## src/rtl/divsqrt_pkg.sv

```systemverilog
// rtl/divsqrt_pkg.sv - shared FSM state encoding and flag bit positions for the divSqrt arbiter
package divsqrt_pkg;

  typedef enum logic [1:0] {
    ST_IDLE  = 2'd0,
    ST_ISSUE = 2'd1,
    ST_BUSY  = 2'd2,
    ST_HOLD  = 2'd3
  } state_e;

  localparam int FLAGS_W        = 5;
  localparam int RM_W           = 3;
  localparam int FLAG_INVALID   = 4;
  localparam int FLAG_INFINITE  = 3;
  localparam int FLAG_OVERFLOW  = 2;
  localparam int FLAG_UNDERFLOW = 1;
  localparam int FLAG_INEXACT   = 0;

endpackage

```

## src/rtl/rr_arbiter.sv

```systemverilog
// rtl/rr_arbiter.sv - round-robin pick starting one past the last grant
module rr_arbiter #(
  parameter int N     = 4,
  parameter int IDX_W = (N > 1) ? $clog2(N) : 1
) (
  input  logic [N-1:0]     req_i,
  input  logic [IDX_W-1:0] last_i,
  output logic [N-1:0]     gnt_o,
  output logic [IDX_W-1:0] idx_o,
  output logic             valid_o
);

  // Walk last+1, last+2, ... wrapping at N; the first active request wins.
  always_comb begin : pick
    int                 cand;
    logic [IDX_W-1:0]   cand_w;
    cand    = 0;
    cand_w  = '0;
    gnt_o   = '0;
    idx_o   = '0;
    valid_o = 1'b0;
    for (int off = 1; off <= N; off++) begin
      cand   = (int'(last_i) + off) % N;
      cand_w = IDX_W'(cand);
      if (!valid_o && req_i[cand_w]) begin
        valid_o       = 1'b1;
        gnt_o[cand_w] = 1'b1;
        idx_o         = cand_w;
      end
    end
  end

endmodule

```

## src/rtl/divsqrt_arbiter.sv

```systemverilog
// rtl/divsqrt_arbiter.sv - shares one divSqrt unit between NUM_REQ requesters, one op in flight
module divsqrt_arbiter
  import divsqrt_pkg::*;
#(
  parameter  int NUM_REQ   = 4,
  parameter  int EXP_WIDTH = 8,
  parameter  int SIG_WIDTH = 24,
  localparam int REC_W     = EXP_WIDTH + SIG_WIDTH + 1,
  localparam int ID_W      = $clog2(NUM_REQ)
) (
  input  logic                     clk_i,
  input  logic                     rst_ni,
  input  logic [NUM_REQ-1:0]       req_valid_i,
  output logic [NUM_REQ-1:0]       req_ready_o,
  input  logic [NUM_REQ-1:0]       req_sqrt_i,
  input  logic [NUM_REQ*REC_W-1:0] req_a_i,
  input  logic [NUM_REQ*REC_W-1:0] req_b_i,
  input  logic [NUM_REQ*RM_W-1:0]  req_rm_i,
  output logic                     unit_in_valid_o,
  output logic                     unit_sqrt_o,
  output logic [REC_W-1:0]         unit_a_o,
  output logic [REC_W-1:0]         unit_b_o,
  output logic [RM_W-1:0]          unit_rm_o,
  input  logic                     unit_in_ready_i,
  input  logic                     unit_out_valid_i,
  input  logic [REC_W-1:0]         unit_out_i,
  input  logic [FLAGS_W-1:0]       unit_flags_i,
  output logic                     rsp_valid_o,
  output logic [ID_W-1:0]          rsp_id_o,
  output logic [REC_W-1:0]         rsp_result_o,
  output logic [FLAGS_W-1:0]       rsp_flags_o,
  input  logic                     rsp_ready_i,
  output logic                     err_o
);

  localparam logic [ID_W-1:0] LAST_RST = ID_W'(NUM_REQ - 1);

  state_e               state_q;
  logic [ID_W-1:0]      last_q;
  logic                 in_valid_q;
  logic                 sqrt_q;
  logic [REC_W-1:0]     a_q;
  logic [REC_W-1:0]     b_q;
  logic [RM_W-1:0]      rm_q;
  logic                 rsp_valid_q;
  logic [ID_W-1:0]      rsp_id_q;
  logic [REC_W-1:0]     rsp_result_q;
  logic [FLAGS_W-1:0]   rsp_flags_q;
  logic                 err_q;

  logic [NUM_REQ-1:0]   arb_gnt;
  logic [ID_W-1:0]      arb_idx;
  logic                 arb_valid;

  logic                 sel_sqrt;
  logic [REC_W-1:0]     sel_a;
  logic [REC_W-1:0]     sel_b;
  logic [RM_W-1:0]      sel_rm;

  rr_arbiter #(
    .N     (NUM_REQ),
    .IDX_W (ID_W)
  ) u_rr (
    .req_i   (req_valid_i),
    .last_i  (last_q),
    .gnt_o   (arb_gnt),
    .idx_o   (arb_idx),
    .valid_o (arb_valid)
  );

  // Operand mux for the current winner; only sampled in IDLE.
  always_comb begin
    sel_sqrt = req_sqrt_i[arb_idx];
    sel_a    = req_a_i[arb_idx*REC_W +: REC_W];
    sel_b    = req_b_i[arb_idx*REC_W +: REC_W];
    sel_rm   = req_rm_i[arb_idx*RM_W +: RM_W];
  end

  // Grant is combinational in IDLE only; held off while reset is asserted so outputs read 0.
  assign req_ready_o = (state_q == ST_IDLE && rst_ni) ? arb_gnt : '0;

  // Single FSM: latch winner, issue, wait for result, hold response until consumed.
  always_ff @(posedge clk_i or negedge rst_ni) begin
    if (!rst_ni) begin
      state_q      <= ST_IDLE;
      last_q       <= LAST_RST;
      in_valid_q   <= 1'b0;
      sqrt_q       <= 1'b0;
      a_q          <= '0;
      b_q          <= '0;
      rm_q         <= '0;
      rsp_valid_q  <= 1'b0;
      rsp_id_q     <= '0;
      rsp_result_q <= '0;
      rsp_flags_q  <= '0;
      err_q        <= 1'b0;
    end else begin
      // A result with nothing in flight is a protocol violation; ignore it but remember.
      if (unit_out_valid_i && state_q != ST_BUSY) begin
        err_q <= 1'b1;
      end
      case (state_q)
        ST_IDLE: begin
          if (arb_valid) begin
            last_q     <= arb_idx;
            sqrt_q     <= sel_sqrt;
            a_q        <= sel_a;
            b_q        <= sel_sqrt ? '0 : sel_b;
            rm_q       <= sel_rm;
            in_valid_q <= 1'b1;
            state_q    <= ST_ISSUE;
          end
        end
        ST_ISSUE: begin
          if (unit_in_ready_i) begin
            in_valid_q <= 1'b0;
            state_q    <= ST_BUSY;
          end
        end
        ST_BUSY: begin
          if (unit_out_valid_i) begin
            rsp_result_q <= unit_out_i;
            rsp_flags_q  <= unit_flags_i;
            rsp_id_q     <= last_q;
            rsp_valid_q  <= 1'b1;
            state_q      <= ST_HOLD;
          end
        end
        ST_HOLD: begin
          if (rsp_ready_i) begin
            rsp_valid_q <= 1'b0;
            state_q     <= ST_IDLE;
          end
        end
        default: state_q <= ST_IDLE;
      endcase
    end
  end

  assign unit_in_valid_o = in_valid_q;
  assign unit_sqrt_o     = sqrt_q;
  assign unit_a_o        = a_q;
  assign unit_b_o        = b_q;
  assign unit_rm_o       = rm_q;
  assign rsp_valid_o     = rsp_valid_q;
  assign rsp_id_o        = rsp_id_q;
  assign rsp_result_o    = rsp_result_q;
  assign rsp_flags_o     = rsp_flags_q;
  assign err_o           = err_q;

endmodule

```

## config.mk

```make
export PLATFORM = sky130hd
export DESIGN_NAME = divsqrt_arbiter
export DESIGN_NICKNAME = d
export VERILOG_FILES = /design/src/rtl/divsqrt_pkg.sv /design/src/rtl/rr_arbiter.sv /design/src/rtl/divsqrt_arbiter.sv
export SDC_FILE = /design/constraint.sdc
export NUM_CORES = 1
export LEC_CHECK = 0
export ABC_AREA = 1
export BUFFER_PORTS_ARGS = -buffer_cell sky130_fd_sc_hd__buf_2
export CORE_AREA = 2 2 172 174
export DETAILED_ROUTE_END_ITERATION = 8
export DIE_AREA = 0 0 174 176
export MAX_ROUTING_LAYER = met4
export PLACE_DENSITY = 0.55
export SETUP_SLACK_MARGIN = 0.15
export SLEW_MARGIN = 20
export SYNTH_ARGS = -nofsm -noshare
export SYNTH_HDL_FRONTEND = slang
export SYNTH_HIERARCHICAL = 1
export SYNTH_SLANG_ARGS = --single-unit
```

## constraint.sdc

```tcl
create_clock -name clk_i -period 3.8 [get_ports clk_i]
set_input_delay 0.38 -clock clk_i [delete_from_list [all_inputs] [get_ports clk_i]]
set_output_delay 0.38 -clock clk_i [all_outputs]
set_load 0.005 [all_outputs]
```

### Word level (Yosys, flattened, before mapping)

Cells that the tools add are included.

| storage, ports and cells | value |
|---|---|
| flip-flop bits (word level) | 117 |
| bits of input ports | 327 |
| output and inout bits | 117 |
| logic and storage cells | 104 |

| cells by class | value |
|---|---|
| $add $sub $neg | 4 |
| multipliers | 2 |
| order comparisons | 9 |
| equal/unequal tests | 8 |
| shift-type cells | 3 |
| muxes and demuxes | 43 |
| bitwise gates (word level) | 3 |
| reduce and logical (&&, ||, !) cells | 20 |

Operators with widths:

| cell | number |
|---|---|
| $shiftx A132 B9 Y33 | 2 |
| $mux W33 | 1 |
| $mux W4 | 5 |
| $mux W1 | 17 |
| $mux W2 | 8 |
| $lt A2 B3 Y1 const B | 5 |
| $or A4 B4 Y4 | 3 |
| $shiftx A12 B5 Y3 | 1 |
| $bmux W1 S2 | 5 |
| $ne A2 B2 Y1 const B | 5 |
| $logic_and A1 B1 Y1 | 9 |
| $demux W1 S2 | 4 |
| $ge A2 B1 Y1 const B | 4 |
| $mul A2 B6 Y8 const B | 1 |
| $pmux W2 S4 | 1 |
| $reduce_and A3 Y1 | 2 |
| $add A2 B1 Y2 const B | 2 |
| $add A2 B2 Y2 const B | 2 |
| $eq A2 B2 Y1 const B | 2 |
| $mul A2 B2 Y4 const B | 1 |
| $pmux W1 S2 | 2 |
| $reduce_and A2 Y1 | 2 |
| $reduce_and A4 Y1 | 1 |
| $reduce_bool A2 Y1 | 2 |
| other kinds (3) | 5 |

### Longest topological paths before layout

| depth | value |
|---|---|
| depth in word-level cells | 16 |
| mapped depth | 18 |
| mapped depth without buffers | 14 |

### Cells and area by module

The synthesis kept the hierarchy.

By module, submodules not included:

| module | instances | cells each | area each (um^2) | seq. area each (um^2) |
|---|---|---|---|---|
| divsqrt_arbiter | 1 | 1150 | 7577.3 | 2930.3 |
| rr_arbiter | 1 | 81 | 535.5 | 0.0 |

### Least setup slack after synthesis

No wires, ideal clock.

| timing path | value |
|---|---|
| path kind | register to register |
| start | register last_q[0] |
| end | register a_q[3], in the netlist unit_a_o[3] |
| library setup time | 0.129 ns |
| arrival time | 2.498 ns |
| required time | 3.671 ns |
| slack | 1.173 ns |
| stages on the path, launching flop included | 15 |
| path buffers | 3 |
| period minus slack after synthesis | 2.627 ns |
| cells stage by stage | dfstp_2 -> buf_6 -> inv_8 -> ha_1 -> inv_2 -> nand3_4 -> nand2_4 -> nor2_4 -> nand3_1 -> a21oi_1 -> inv_2 -> buf_4 -> buf_2 -> o211ai_1 -> nand3_1 |

| between the ends | value |
|---|---|
| longest elaborated chain between the ends | 15 |
| elaborated cells between the ends (all ways) | 29 |
| those cells by class | add/sub (4); mul (1); shift (1); mux (16); reduce/logical (7) |

RTL lines:

| item | line | source |
|---|---|---|
| start: declaration | divsqrt_arbiter.sv:39 | `logic [ID_W-1:0] last_q;` |
| start signal: assignment | divsqrt_arbiter.sv:105 | `last_q <= arb_idx;` |
| $add A2 B1 Y2 | rr_arbiter.sv:23 | `cand = (int'(last_i) + off) % N;` |
| $bmux W1 S2 | rr_arbiter.sv:25 | `if (!valid_o && req_i[cand_w]) begin` |
| $mux W1 (implied by the code) | rr_arbiter.sv:25 |  |
| $mux W1 | rr_arbiter.sv:25 |  |
| $logic_not A1 Y1 | rr_arbiter.sv:25 |  |
| $logic_and A1 B1 Y1 | rr_arbiter.sv:25 |  |
| $mux W1 | rr_arbiter.sv:25 |  |
| $logic_not A1 Y1 | rr_arbiter.sv:25 |  |
| $logic_and A1 B1 Y1 | rr_arbiter.sv:25 |  |
| $mux W1 | rr_arbiter.sv:25 |  |
| $logic_not A1 Y1 | rr_arbiter.sv:25 |  |
| $logic_and A1 B1 Y1 | rr_arbiter.sv:25 |  |
| $mux W2 (*) | rr_arbiter.sv:25 |  |
| net arb_idx[0] | divsqrt_arbiter.sv:52 | `logic [ID_W-1:0] arb_idx;` |
| $mul A2 B6 Y8 (*) | divsqrt_arbiter.sv:74 | `sel_a = req_a_i[arb_idx*REC_W +: REC_W];` |
| $shiftx A132 B9 Y33 (*) | divsqrt_arbiter.sv:74 |  |
| end signal: assignment | divsqrt_arbiter.sv:107 | `a_q <= sel_a;` |
| end: declaration | divsqrt_arbiter.sv:42 | `logic [REC_W-1:0] a_q;` |

Mark *: on every way through the listed nets, which the timed path passes. The rest lies on a longest branch. The select of a mux whose other input is x is not followed.
A chain may end at the register's enable or synchronous reset.

### Worst setup path in the final report

| timing path | value |
|---|---|
| start | register last_q[0] |
| end | register a_q[10], in the netlist unit_a_o[10] |

The elaborated chain is that of the path after synthesis.

==> out/metrics.cfg <==
[clock_tree]
clk_pin_slew_ns=0.07
post-cts-setup-buffer-count=0
cts_root_buf=clkbuf_16
cts_buffers=17
cts_max_level=4
clk_latency_ns=0.41
cts_sinks=117
cts_tree=yes
clockBufferDepth=2

[critical_path]
cp-startpoint=last_q[0]$_DFFE_PN1P_
reg2reg_to=unit_a_o[10]$_DFFE_PN0P_
critical_path_required_ns=4.15
crit_path_end_kind=flip-flop
path_cells=inv_8 -> ha_1 -> inv_2 -> nand3_4 -> nand2_4 -> nor2_4 -> nand3_1 -> a21oi_4 -> buf_4 -> nor2_1 -> nor2_1 -> nand2_1 -> nand2_1 -> nand2_1 -> nand2_1
cp_max_fo=56
crit_type=flip-flop to flip-flop
start_kind=flip-flop
slowest_delay_ns=0.74
rr_worst_depth=15
cp_slowest_cell=dfstp_2
r2r-start=last_q[0]$_DFFE_PN1P_
cp_common_cell=nand2_1
crit_end=unit_a_o[10]$_DFFE_PN0P_
worstPathArrival_ns=3.67
r2r_slack_ns=0.48

[finish]
final_cells=2048
register_area_sq_um=2930
layout.nets=1989
fin_area_sq_um=11200
fillers=3115
drive_gt1_frac=0.336
multi_input_area_sq_um=3990
area_delta_synth_final_pct=38.1
final_common_cell=nand2_1
final_cell_mix=nand2_1, buf_2, inv_1
final_core_util=0.392

[floorplan]
die_area_sq_um=30600
io_pins=444
die_height_um=176
core_sq_um=28500
rows=62
start_util=0.284
die_w_um=174

[logic_synthesis]
syn_area_sq_um=8110
syn_nets=1572
synth_warnings=6
synth.distinct_cells=30
ys_ff_latch=117
synthTopCellsByArea=dfrtp_1, nand2_1, inv_1
synth_top_area_frac=0.355
seq_area_frac_synth=0.361
syn_inst=1231
synth.avg_cell_area_sq_um=6.59
yosys.area.top_type=dfrtp_1

[route]
drc=0
dr.pass1.iters=4
wl_per_cell_um=14.6
drtAntennaViolNets=0
vias=8990
viasPerCell=4.39
wirelength_um=30000
drt_first_iter_violations=544

[place]
place_ws_ns=0.460
dpl-instance-area_sq_um=10600
portBuffers=443
hpwlAfterDp_um=23200
place_inst=2011
globalplace.congestion=0.898

[global_routing]
overflow=0
grt_pass1_wl_um=46400
grt.total_usage=0.198
grt_pass1_vias=8776
antenna_found_initial=3
grt_max_degree=76

[timing]
fin_setup_tns_ns=0
drv_slew=0
worst_pin_slew_ns=0.627
layout_min_cycle_time_ns=3.32
rsz0062_at_grt=no
period_share=0.873
finalHoldViolations=0
fin_skew_ns=0.0109
setup_viol=0
fin_ws_ns=0.481
fmax_mhz=301
relSlewSlack=0.582

[pwr]
ir_drop_v=0.000729
p_per_area_nw_per_um2=1070
power_leakage_nw=6.90

[run_status]
outcome=finished, final reports clean

[hold_path]
hp-class=input pin to flip-flop

[run]
drv_cap=0

[per-layer routing]
layer | track usage | routed length, um
met1 | 0.225 | 12500
met2 | 0.356 | 15300
met3 | 0.0396 | 1760
met4 | 0.0553 | 519
met5 | - | 0
[layout make-up]
type / count / area share
Antenna cell: 3 / 0.000670
Clock buffer: 17 / 0.0380
Clock inverter: 15 / 0.0140
Inverter: 207 / 0.0702
Multi-Input combinational cell: 840 / 0.356
Sequential cell: 117 / 0.262
Tap cell: 384 / 0.0429
Timing Repair Buffer: 465 / 0.216
[repair_timing]
action                                 CTS  global route
endpoints found under the hold margin    4             0
hold buffers                             1             0
resized for setup                        0             0
[power breakdown]
part / total, mW / switching, mW / internal, mW
clock: 1.63 / 0.701 / 0.929
combinational: 8.14 / 5.22 / 2.91
sequential: 2.22 / 0.347 / 1.88
[critical path, delay by kind of cell (launching register included)]
family                   cells  cell delay (ns)
AO/OA/AOI/OAI                1             0.32
AND/OR/NAND/NOR             10             1.09
buffers and inverters        3             0.69
flip-flops                   1             0.74
adder cells (fa/ha/maj)      1             0.39
[synthesized netlist by cell type, drive strengths merged]
library cell / number
dfrtp: 115
o211ai: 22
o21bai: 1
clkbuf: 16
a21boi: 4
ha: 14
nor2: 73
nor3: 1
buf: 51
inv: 206
clkinv: 1
nand2: 519
or2: 1
nand3: 123
a21oi: 8
dfstp: 2
nand4: 6
mux2: 39
a21o: 1
o21ai: 28
[how the worst min path moves through the flow]
stage	startpoint	endpoint	cells past startpoint	slack [ns]
final	unit_flags_i[2]	rsp_flags_o[2]$_DFFE_PN0P_	2	0.19
after global routing	unit_out_i[27]	rsp_result_o[27]$_DFFE_PN0P_	2	0.18
after CTS	unit_flags_i[2]	rsp_flags_o[2]$_DFFE_PN0P_	2	0.17
after detailed placement	rst_ni	rsp_result_o[12]$_DFFE_PN0P_	1	0.21
after global placement	rst_ni	rsp_result_o[7]$_DFFE_PN0P_	1	0.21
after floorplan	rst_ni	err_o$_DFFE_PN0P_	0	0.08
[cell families (layout without fill, tap and decap cells)]
family                   after synthesis  count (layout)  synth area share
multiplexers                          39              39            0.0541
AND/OR/NAND/NOR                      723             723             0.365
adder cells (fa/ha/maj)               14              14            0.0216
buffers and inverters                274             704             0.150
flip-flops                           117             117             0.361
other                                  0               3                 0
AO/OA/AOI/OAI                         64              64            0.0481
[flip-flops by register name, indices dropped and copies added (netlist names)]
| name | cells |
|---|---|
| unit_b_o | 33 |
| unit_sqrt_o | 1 |
| unit_rm_o | 3 |
| last_q | 2 |
| unit_a_o | 33 |
| state_q | 2 |
| rsp_result_o | 33 |
| rsp_id_o | 2 |
| err_o | 1 |
| rsp_valid_o | 1 |
| unit_in_valid_o | 1 |
| rsp_flags_o | 5 |
[stage by stage]
stage / power, mW / hold slack [ns]
finish: 12.0 / 0.193
global route: 13.3 / 0.178
CTS: 12.2 / 0.170
detailed placement: 10.5 / 0.211
global placement: 10.4 / 0.211
floorplan: 8.33 / 0.0844
No activity file was read; power rests on OpenSTA's default activity.
